==> config.mk <==
export PLATFORM = sky130hd
export DESIGN_NAME = mandel_sched
export DESIGN_NICKNAME = d
export VERILOG_FILES = /design/src/rtl/mandel_pkg.sv /design/src/rtl/mandel_sched_rr_arbiter.sv /design/src/rtl/mandel_sched.sv
export SDC_FILE = /design/constraint.sdc
export NUM_CORES = 1
export LEC_CHECK = 0
export CAP_MARGIN = 10
export CORE_AREA = 3 3 148 150
export CTS_CLUSTER_SIZE = 28
export DETAILED_ROUTE_END_ITERATION = 16
export DIE_AREA = 0 0 151 153
export HOLD_SLACK_MARGIN = 0.06
export PLACE_DENSITY = 0.72
export SLEW_MARGIN = 20
export SYNTH_ARGS = -nofsm -noshare
export SYNTH_HDL_FRONTEND = slang
export SYNTH_SLANG_ARGS = --single-unit
==> constraint.sdc <==
create_clock -name clk_i -period 3.15 [get_ports clk_i]
set_input_delay 0.4725 -clock clk_i [delete_from_list [all_inputs] [get_ports clk_i]]
set_output_delay 0.4725 -clock clk_i [all_outputs]
set_load 0.01 [all_outputs]
==> src/rtl/mandel_pkg.sv <==
// Shared types and helpers for the Mandelbrot row scheduler: coordinate format,
// scheduler state encoding and the rotating/fixed-priority pick used for dispatch and arbitration.
package mandel_pkg;

    localparam int FP_WIDTH = 25;
    localparam int FP_INT   = 3;
    localparam int MAXCORE  = 8;

    typedef enum logic [1:0] {
        ST_IDLE     = 2'd0,
        ST_DISPATCH = 2'd1,
        ST_DRAIN    = 2'd2,
        ST_DONE     = 2'd3
    } sched_state_t;

    typedef struct packed {
        logic       found;
        logic [2:0] idx;
    } pick_t;

    // First set bit of req at or after ptr, wrapping within n entries; ptr=0 gives lowest-set-bit.
    function automatic pick_t rr_pick(input logic [MAXCORE-1:0] req,
                                      input logic [2:0] ptr,
                                      input int unsigned n);
        pick_t      res;
        logic [2:0] idx;
        res = '0;
        for (int unsigned k = 0; k < MAXCORE; k++) begin
            idx = 3'((32'(ptr) + k) % n);
            if ((k < n) && !res.found && req[idx]) begin
                res.found = 1'b1;
                res.idx   = idx;
            end else begin
                res = res;
            end
        end
        return res;
    endfunction

endpackage

==> src/rtl/mandel_sched_rr_arbiter.sv <==
// Round-robin arbiter over NCORE requesters: one-hot grant from the current
// pointer, pointer moves past the winner on every grant and holds otherwise.
module rr_arbiter #(
    parameter int NCORE = 4
) (
    input  logic             clk_i,
    input  logic             rst_n_i,
    input  logic [NCORE-1:0] req_i,
    output logic [NCORE-1:0] gnt_o
);
    import mandel_pkg::*;

    localparam int IW = (NCORE > 1) ? $clog2(NCORE) : 1;

    logic [IW-1:0]      ptr_q, ptr_d;
    logic [MAXCORE-1:0] req_ext_s;
    pick_t              pick_s;

    // Grant selection and pointer advance
    always_comb begin
        req_ext_s              = '0;
        req_ext_s[NCORE-1:0]   = req_i;
        pick_s                 = rr_pick(req_ext_s, 3'(ptr_q), 32'(NCORE));
        if (pick_s.found) begin
            gnt_o = NCORE'(1) << pick_s.idx;
            ptr_d = (pick_s.idx == 3'(NCORE - 1)) ? '0 : IW'(pick_s.idx + 3'd1);
        end else begin
            gnt_o = '0;
            ptr_d = ptr_q;
        end
    end

    // Pointer register
    always_ff @(posedge clk_i) begin
        if (!rst_n_i) begin
            ptr_q <= '0;
        end else begin
            ptr_q <= ptr_d;
        end
    end

endmodule

==> src/rtl/mandel_sched.sv <==
// Frame row scheduler: deals rows to render cores with incremental imaginary
// coordinate and merges core pixel writes onto one registered framebuffer port.
module mandel_sched #(
    parameter int CORDW     = 16,
    parameter int FP_WIDTH  = mandel_pkg::FP_WIDTH,
    parameter int FB_WIDTH  = 320,
    parameter int FB_HEIGHT = 180,
    parameter int NCORE     = 4,
    parameter int CIDXW     = 8
) (
    input  logic                       clk_i,
    input  logic                       rst_n_i,
    input  logic                       start_i,
    input  logic signed [FP_WIDTH-1:0] x_start_i,
    input  logic signed [FP_WIDTH-1:0] y_start_i,
    input  logic signed [FP_WIDTH-1:0] step_i,
    output logic                       busy_o,
    output logic                       done_o,
    output logic [NCORE-1:0]           core_start_o,
    output logic signed [FP_WIDTH-1:0] core_x0_o,
    output logic signed [FP_WIDTH-1:0] core_yc_o,
    output logic signed [FP_WIDTH-1:0] core_step_o,
    input  logic [NCORE-1:0]           core_busy_i,
    input  logic [NCORE-1:0]           core_req_i,
    input  logic [NCORE*CORDW-1:0]     core_x_i,
    input  logic [NCORE*CIDXW-1:0]     core_cidx_i,
    output logic [NCORE-1:0]           core_gnt_o,
    output logic                       fb_we_o,
    output logic [CORDW-1:0]           fb_x_o,
    output logic [CORDW-1:0]           fb_y_o,
    output logic [CIDXW-1:0]           fb_cidx_o
);
    import mandel_pkg::*;

    // Row registers are sized for the larger screen dimension.
    localparam int RW = $clog2(((FB_HEIGHT > FB_WIDTH) ? FB_HEIGHT : FB_WIDTH) + 1);

    sched_state_t               state_q, state_d;
    logic [RW-1:0]              row_q, row_d;
    logic signed [FP_WIDTH-1:0] yacc_q, yacc_d, x0_q, x0_d, step_q, step_d;
    logic [NCORE-1:0]           launched_q, launched_d;
    logic [RW-1:0]              core_row_q [NCORE];
    logic [RW-1:0]              core_row_d [NCORE];
    logic                       fb_we_q, fb_we_d;
    logic [CORDW-1:0]           fb_x_q, fb_x_d, fb_y_q, fb_y_d;
    logic [CIDXW-1:0]           fb_cidx_q, fb_cidx_d;
    logic [NCORE-1:0]           free_s, dispatch_s, gnt_s;
    logic [MAXCORE-1:0]         free_ext_s;
    pick_t                      free_pick_s;
    logic                       rows_left_s, issue_s;

    rr_arbiter #(.NCORE(NCORE)) u_arb (
        .clk_i   (clk_i),
        .rst_n_i (rst_n_i),
        .req_i   (core_req_i),
        .gnt_o   (gnt_s)
    );

    // Launched guard covers the start-to-busy latency of a core.
    assign free_s = ~core_busy_i & ~launched_q;

    // Dispatch decision: lowest-index free core, one per cycle
    always_comb begin
        free_ext_s            = '0;
        free_ext_s[NCORE-1:0] = free_s;
        free_pick_s           = rr_pick(free_ext_s, 3'd0, 32'(NCORE));
        rows_left_s           = (row_q != RW'(FB_HEIGHT));
        issue_s               = (state_q == ST_DISPATCH) && rows_left_s && free_pick_s.found;
        dispatch_s            = issue_s ? (NCORE'(1) << free_pick_s.idx) : '0;
    end

    // State register
    always_ff @(posedge clk_i) begin
        if (!rst_n_i) begin
            state_q <= ST_IDLE;
        end else begin
            state_q <= state_d;
        end
    end

    // Next-state logic
    always_comb begin
        state_d = state_q;
        case (state_q)
            ST_IDLE:     state_d = start_i ? ST_DISPATCH : ST_IDLE;
            ST_DISPATCH: state_d = rows_left_s ? ST_DISPATCH : ST_DRAIN;
            ST_DRAIN:    state_d = ((&free_s) && !(|core_req_i)) ? ST_DONE : ST_DRAIN;
            ST_DONE:     state_d = ST_IDLE;
            default:     state_d = ST_IDLE;
        endcase
    end

    // Datapath next-state: frame parameters, row walk, launch guard, write merge
    always_comb begin
        x0_d   = x0_q;
        step_d = step_q;
        row_d  = row_q;
        yacc_d = yacc_q;
        if ((state_q == ST_IDLE) && start_i) begin
            x0_d   = x_start_i;
            step_d = step_i;
            row_d  = '0;
            yacc_d = y_start_i;
        end else if (issue_s) begin
            row_d  = row_q + RW'(1);
            yacc_d = yacc_q + step_q;
        end else begin
            row_d  = row_q;
        end
        launched_d = (launched_q & ~core_busy_i) | dispatch_s;
        fb_we_d    = |gnt_s;
        fb_x_d     = fb_x_q;
        fb_y_d     = fb_y_q;
        fb_cidx_d  = fb_cidx_q;
        for (int i = 0; i < NCORE; i++) begin
            core_row_d[i] = dispatch_s[i] ? row_q : core_row_q[i];
            fb_x_d        = gnt_s[i] ? core_x_i[i*CORDW +: CORDW] : fb_x_d;
            fb_y_d        = gnt_s[i] ? CORDW'(core_row_q[i]) : fb_y_d;
            fb_cidx_d     = gnt_s[i] ? core_cidx_i[i*CIDXW +: CIDXW] : fb_cidx_d;
        end
    end

    // Datapath registers
    always_ff @(posedge clk_i) begin
        if (!rst_n_i) begin
            x0_q       <= '0;
            step_q     <= '0;
            row_q      <= '0;
            yacc_q     <= '0;
            launched_q <= '0;
            fb_we_q    <= 1'b0;
            fb_x_q     <= '0;
            fb_y_q     <= '0;
            fb_cidx_q  <= '0;
            for (int i = 0; i < NCORE; i++) begin
                core_row_q[i] <= '0;
            end
        end else begin
            x0_q       <= x0_d;
            step_q     <= step_d;
            row_q      <= row_d;
            yacc_q     <= yacc_d;
            launched_q <= launched_d;
            fb_we_q    <= fb_we_d;
            fb_x_q     <= fb_x_d;
            fb_y_q     <= fb_y_d;
            fb_cidx_q  <= fb_cidx_d;
            for (int i = 0; i < NCORE; i++) begin
                core_row_q[i] <= core_row_d[i];
            end
        end
    end

    // Outputs
    always_comb begin
        busy_o       = (state_q == ST_DISPATCH) || (state_q == ST_DRAIN);
        done_o       = (state_q == ST_DONE);
        core_start_o = dispatch_s;
        core_x0_o    = x0_q;
        core_yc_o    = yacc_q;
        core_step_o  = step_q;
        core_gnt_o   = gnt_s;
        fb_we_o      = fb_we_q;
        fb_x_o       = fb_x_q;
        fb_y_o       = fb_y_q;
        fb_cidx_o    = fb_cidx_q;
    end

endmodule

==> results of run 1 <==
==> per-stage QoR <==
step,setup WS (ps),hold slack (ps),TNS (ps),util
2_1_floorplan,232,444,0,-
3_3_place_gp,-64.7,449,-420,0.578
3_5_place_dp,-83.5,458,-1060,0.578
4_1_cts,10.0,466,0,0.607
5_1_grt,2.08,483,0,0.609
6_report,114,462,0,0.609
==> flip-flops by register name, indices dropped and copies added, names as in the netlist, named ones only <==
signal,count
u_arb.ptr_q,2
core_step_o,25
launched_q,4
row_q,9
fb_cidx_o,8
core_yc_o,25
fb_we_o,1
fb_y_o,9
state_q,1
core_row_q,36
fb_x_o,16
core_x0_o,25
==> cell usage in the layout, fill, tap and decap left out, types with 5 or more instances in the layout <==
cell type | netlist | routed
a21oi_1 | 65 | 65
ha_1 | 35 | 34
xnor2_1 | 15 | 15
o211a_1 | 46 | 46
nand4_1 | 7 | 7
a31oi_1 | 7 | 7
xor2_1 | 14 | 14
clkdlybuf4s50_1 | 0 | 294
nand2b_1 | 5 | 5
nor2_1 | 67 | 67
clkbuf_16 | 0 | 17
conb_1 | 1 | 7
inv_6 | 0 | 5
nand2_1 | 227 | 224
a21boi_0 | 56 | 56
o21ai_0 | 23 | 23
a311oi_1 | 33 | 33
dfxtp_1 | 162 | 162
nand3_1 | 48 | 47
buf_4 | 8 | 28
o211ai_1 | 11 | 11
mux2i_1 | 31 | 31
inv_1 | 20 | 20
nor2b_1 | 40 | 40
==> critical path: stages <==
cell	delay (ps)
clkdlybuf4s50_1	440
inv_1	110
nor2_1	60
a21oi_1	130
nor2_1	70
a221oi_2	210
and2_4	200
inv_1	50
ha_1	180
and2_1	130
clkdlybuf4s50_1	510
==> how the worst max path moves through the flow <==
stage | end | slack, ps | depth (start not counted)
final | core_gnt_o[0] | 110 | 11
after global routing | core_gnt_o[0] | 2 | 11
after CTS | core_start_o[3] | 10 | 9
after detailed placement | core_gnt_o[2] | -80 | 12
after global placement | fb_x_o[5] | -60 | 16
after floorplan | core_gnt_o[3] | 230 | 9
==> where the power goes <==
part           internal, mW  switching (mW)  total, mW
registers              2.24           0.130       2.38
clock network          1.19           0.908       2.10
logic                  1.10            1.10       2.20
total                  4.53            2.14       6.68
==> cells by family (layout without fill, tap and decap cells) <==
logic type	after synthesis	after routing	synth area share
buffers and inverters	110	382	0.0563
xor gates and xnor gates	29	29	0.0289
DFF	162	162	0.369
AOI/OAI and AO/OA	277	277	0.240
and+or+nand+nor	429	429	0.219
adders and majority gates	36	36	0.0520
other	1	7	0.000426
muxes	31	31	0.0353
==> per-layer routing <==
| metal | routed length, um | part of all wire |
|---|---|---|
| met2 | 12000 | 0.45 |
| met3 | 2230 | 0.084 |
| met5 | 0 | 0 |
| met4 | 405 | 0.015 |
| met1 | 11800 | 0.45 |
==> layout make-up <==
class	instances	share of cell area
Multi-Input combinational cell	809	0.406
Sequential cell	162	0.256
Tap cell	275	0.0271
Timing Repair Buffer	330	0.258
Inverter	20	0.00592
Clock inverter	15	0.0135
Clock buffer	17	0.0335
==> timing repair <==
item                                    CTS  global route
setup buffers                             0             1
endpoints found under the hold margin     0             0
hold buffers                              0             0
pin swaps                                 1             2
cloned                                    0             0
endpoints found under the setup margin    6             5
gates resized for setup                   4             7
==> results.toml, run 1 <==
[synthesis]
synth.most_common_cell = "nand2_1"
synth_top_cell_area_share = 0.369
yosys-top-cells-area = "dfxtp_1 (37%), nand2_1 (9.7%), o211a_1 (5.2%)"
synth.distinct_cells = 70
dominantRegCellSynth = "dfxtp_1"
async_reset_ff_frac = 0
seq_area_frac_synth = 0.369
syn_inst = 1075
avgSynthCellArea_um2 = 8.19
yosysWarnings = 0
syn-cell-area_mm2 = 0.00880
synth_common_cells = "nand2_1 (227), dfxtp_1 (162), nor2_1 (67)"
ys_seq_elements = 162
synth-edff-count = 0
synth_top_area_cell = "dfxtp_1"

[sta]
slew_headroom = 0.521
period_needed_ps = 3040
drv_slew = 0
hold_viol = 0
period_share = 0.964
rsz0062_at_grt = "false"
worst_pin_slew_ps = 718
setup_viol = 0
fmax_mhz = 329
clock_skew_ps = 12.5

[critical_path]
cp_max_fo = 3
path_class = "input pin to output pin"
r2r-end = "core_yc_o[24]"
required_ps = 2680
crit_start = "core_req_i[0]"
r2r_start = "core_yc_o[0]"
end_kind = "output pin"
ff2ff_setup_slack_ps = 320
start_kind = "input pin"
arrival_ps = 2560
r2r_cells = 10

[clock_network]
clockBufferDepth = 2
clock-sinks = 162
cts.clk_slew.worst_paths_ps = 70
cts_buffers = 17
root_buffer = "clkbuf_16"
h-tree-depth = 4
clkLatencyLatePin_ps = 430
cts_tree = "built"

[die]
die_w_um = 151
num_rows = 53
initial_core_util = 0.423
dieHeight_um = 153
ios = 308
die_area_mm2 = 0.0231
core_area_mm2 = 0.0208

[final_layout]
antenna_cells = 0
regArea_mm2 = 0.00324
fillers = 1864
final_nets = 1558
drive_above_1_share = 0.0717
final-instance-count-excl-fill = 1628
syn_to_final_growth_pct = 44.1
multi_input_area_mm2 = 0.00515
postLayoutCellArea_mm2 = 0.0127

[detailed_routing]
routed_wirelength_mm = 26.4
via_per_inst = 5.22
vias = 8493
drc = 0
initialDrtViolationCount = 450
ant_nets = 0
wire_per_inst_um = 16.2
drt_first_pass_iters = 4

[run]
drv_cap = 0

[placement]
dp_cells = 1595
gp_congestion = 0.830
hpwl_mm = 19.2
numPortBuffers = 300
dpl_cell_area_mm2 = 0.0120

[pwr]
cellLeakagePower_nw = 5.30
peakVddDrop_v = 0.000401
powerDensity_mw_per_mm2 = 527
p_total_mw = 6.68

[min_path]
hold_class = "flip-flop to flip-flop"
hp-start = "core_x0_o[0]"
min_to = "core_x0_o[0]"
worstHoldPathCells = 2

[global_route]
globalRouteMet2Util = 0.352
grtUsageMet1 = 0.294
grt_first_pass_wirelength_mm = 41.8
grt_overflow_total = 0
antenna_found_initial = 0
grt_pass1_vias = 8018
grtUsageTotal = 0.222
grt_max_degree = 77
use_met3 = 0.0720
grt-busiest-layer = "met2"

[status]
status = "finished clean"
(Power assumes the default switching activity.)
==> inputs of run 2 (changes only) <==
- CORE_AREA: 3 3 148 150 -> 2 2 147 149
- DIE_AREA: 0 0 151 153 -> 0 0 149 151
==> results.toml, run 2 (synthesis results as in run 1) <==
[status]
status = "finished clean"

[placement]
hpwl_mm = 18.8
post-place-ws_ps = -162
gp_congestion = 0.834
numPortBuffers = 300

[detailed_routing]
wl_met1_mm = 12.0
ant_nets = 0
met3_length_mm = 2.15
vias = 8534
drc = 0
via_per_inst = 5.25
initialDrtViolationCount = 505
top_layer = "met4"
met2_length_mm = 12.2
wire_per_inst_um = 16.5
routed_wirelength_mm = 26.8
drt_first_pass_iters = 8

[global_route]
grt_max_degree = 107
grt_overflow_total = 0
grt_first_pass_wirelength_mm = 41.5
grt_pass1_vias = 7955
antenna_found_initial = 1
grtUsageTotal = 0.228

[critical_path]
endpoint = "core_gnt_o[3]"
start_kind = "input pin"
path_cells = "clkdlybuf4s50_1, inv_1, a21oi_1, nor2_1, a221oi_2, and2_4, ha_2, and2_1, clkdlybuf4s50_1"
r2r-end = "core_yc_o[24]"
cp_slowest_cell = "clkdlybuf4s50_1"
ff2ff_setup_slack_ps = 380
cp_max_fo = 3
path_common_cell = "clkdlybuf4s50_1"
r2r_start = "core_yc_o[0]"
cp.depth = 9
crit_buf_inv = 3
arrival_ps = 2550
path_class = "input pin to output pin"
max_stage_delay_ps = 560
crit_start = "core_req_i[1]"
end_kind = "output pin"
r2r_cells = 10
required_ps = 2680
cp_top_family = "buffers and inverters"

[die]
dieHeight_um = 151
die_w_um = 149
ios = 308
die_area_mm2 = 0.0225
core_area_mm2 = 0.0208
num_rows = 53
initial_core_util = 0.423

[sta]
hold_viol = 0
clock_skew_ps = 11.9
drv_slew = 0
worst_pin_slew_ps = 694
period_needed_ps = 3020
setup_viol = 0
fmax_mhz = 331
slew_headroom = 0.537
fin_ws_ps = 132
period_share = 0.958

[clock_network]
clock-sinks = 162
h-tree-depth = 4
ctsHoldBuffers = 0
cts_tree = "built"
clkLatencyLatePin_ps = 430
cts.clk_slew.worst_paths_ps = 60
root_buffer = "clkbuf_16"
cts_buffers = 17
clockBufferDepth = 2

[run]
drv_cap = 0

[final_layout]
syn_to_final_growth_pct = 43.4
fillers = 1857
layout_common_cells = "clkdlybuf4s50_1 (295), nand2_1 (225), dfxtp_1 (162)"
drive_above_1_share = 0.0703
final_nets = 1556
antenna_cells = 0
largest_register_ffs = 36
largest_register = "core_row_q"
mostFrequentLayoutCell = "clkdlybuf4s50_1"

[min_path]
hold_class = "flip-flop to flip-flop"

[pwr]
p_total_mw = 6.60
powerDensity_mw_per_mm2 = 523
cellLeakagePower_nw = 5.27
peakVddDrop_v = 0.000397
==> run 2: worst min-delay path, delay by kind of cell (launching register included) <==
| family | cells | cell delay [ps] |
|---|---|---|
| DFF | 1 | 310 |
| AOI/OAI and AO/OA | 1 | 60 |
| and+or+nand+nor | 1 | 40 |
==> run 2: how the worst min path moves through the flow <==
stage / slack, ps / to / depth (start not counted) / start
6_report: 460 / core_x0_o[21] / 2 / core_x0_o[21]
5_1_grt: 490 / core_x0_o[1] / 2 / core_x0_o[1]
4_1_cts: 470 / core_x0_o[19] / 2 / core_x0_o[19]
3_5_place_dp: 460 / core_row_q[0][8] / 2 / core_row_q[0][8]
3_3_place_gp: 450 / core_x0_o[4] / 2 / core_x0_o[4]
2_1_floorplan: 440 / core_row_q[0][3] / 2 / core_row_q[0][3]
==> run 2: cell type report <==
| cell class | instances | area, um2 | area share |
|---|---|---|---|
| well taps | 275 | 344 | 0.0273 |
| clock buffers | 18 | 439 | 0.0348 |
| flip-flops and latches | 162 | 3240 | 0.257 |
| clock inverters | 14 | 128 | 0.0101 |
| repair buffers | 328 | 3270 | 0.259 |
| multi-input cells | 809 | 5120 | 0.406 |
| inverters | 20 | 75.1 | 0.00595 |
==> run 2: power by group <==
| group | switching [mW] | internal, mW |
|---|---|---|
| Sequential | 0.133 | 2.24 |
| Clock | 0.894 | 1.12 |
| Combinational | 1.12 | 1.09 |
| Total | 2.15 | 4.45 |
==> run 2: repair_timing <==
action | CTS | global route
endpoints found under the setup margin | 4 | 6
pin swaps | 1 | 2
gates resized for setup | 4 | 5
endpoints found under the hold margin | 0 | 0
setup buffers | 0 | 2
==> run 2: per-stage QoR <==
step	instances	TNS, ps	utilization	area, um2	hold WS, ps
3_3_place_gp	1592	-1940	0.577	12000	449
6_report	1626	0	0.606	12600	462
2_1_floorplan	1081	0	-	8820	444
5_1_grt	1626	-3.91	0.606	12600	490
4_1_cts	1624	0	0.605	12600	467
3_5_place_dp	1592	-3910	0.577	12000	458
==> run 2: routing by layer <==
layer	up-vias	global-route usage
met1	3957	0.308
li1	4267	-
met2	285	0.358
met5	-	0
met4	0	0.0652
met3	25	0.0617
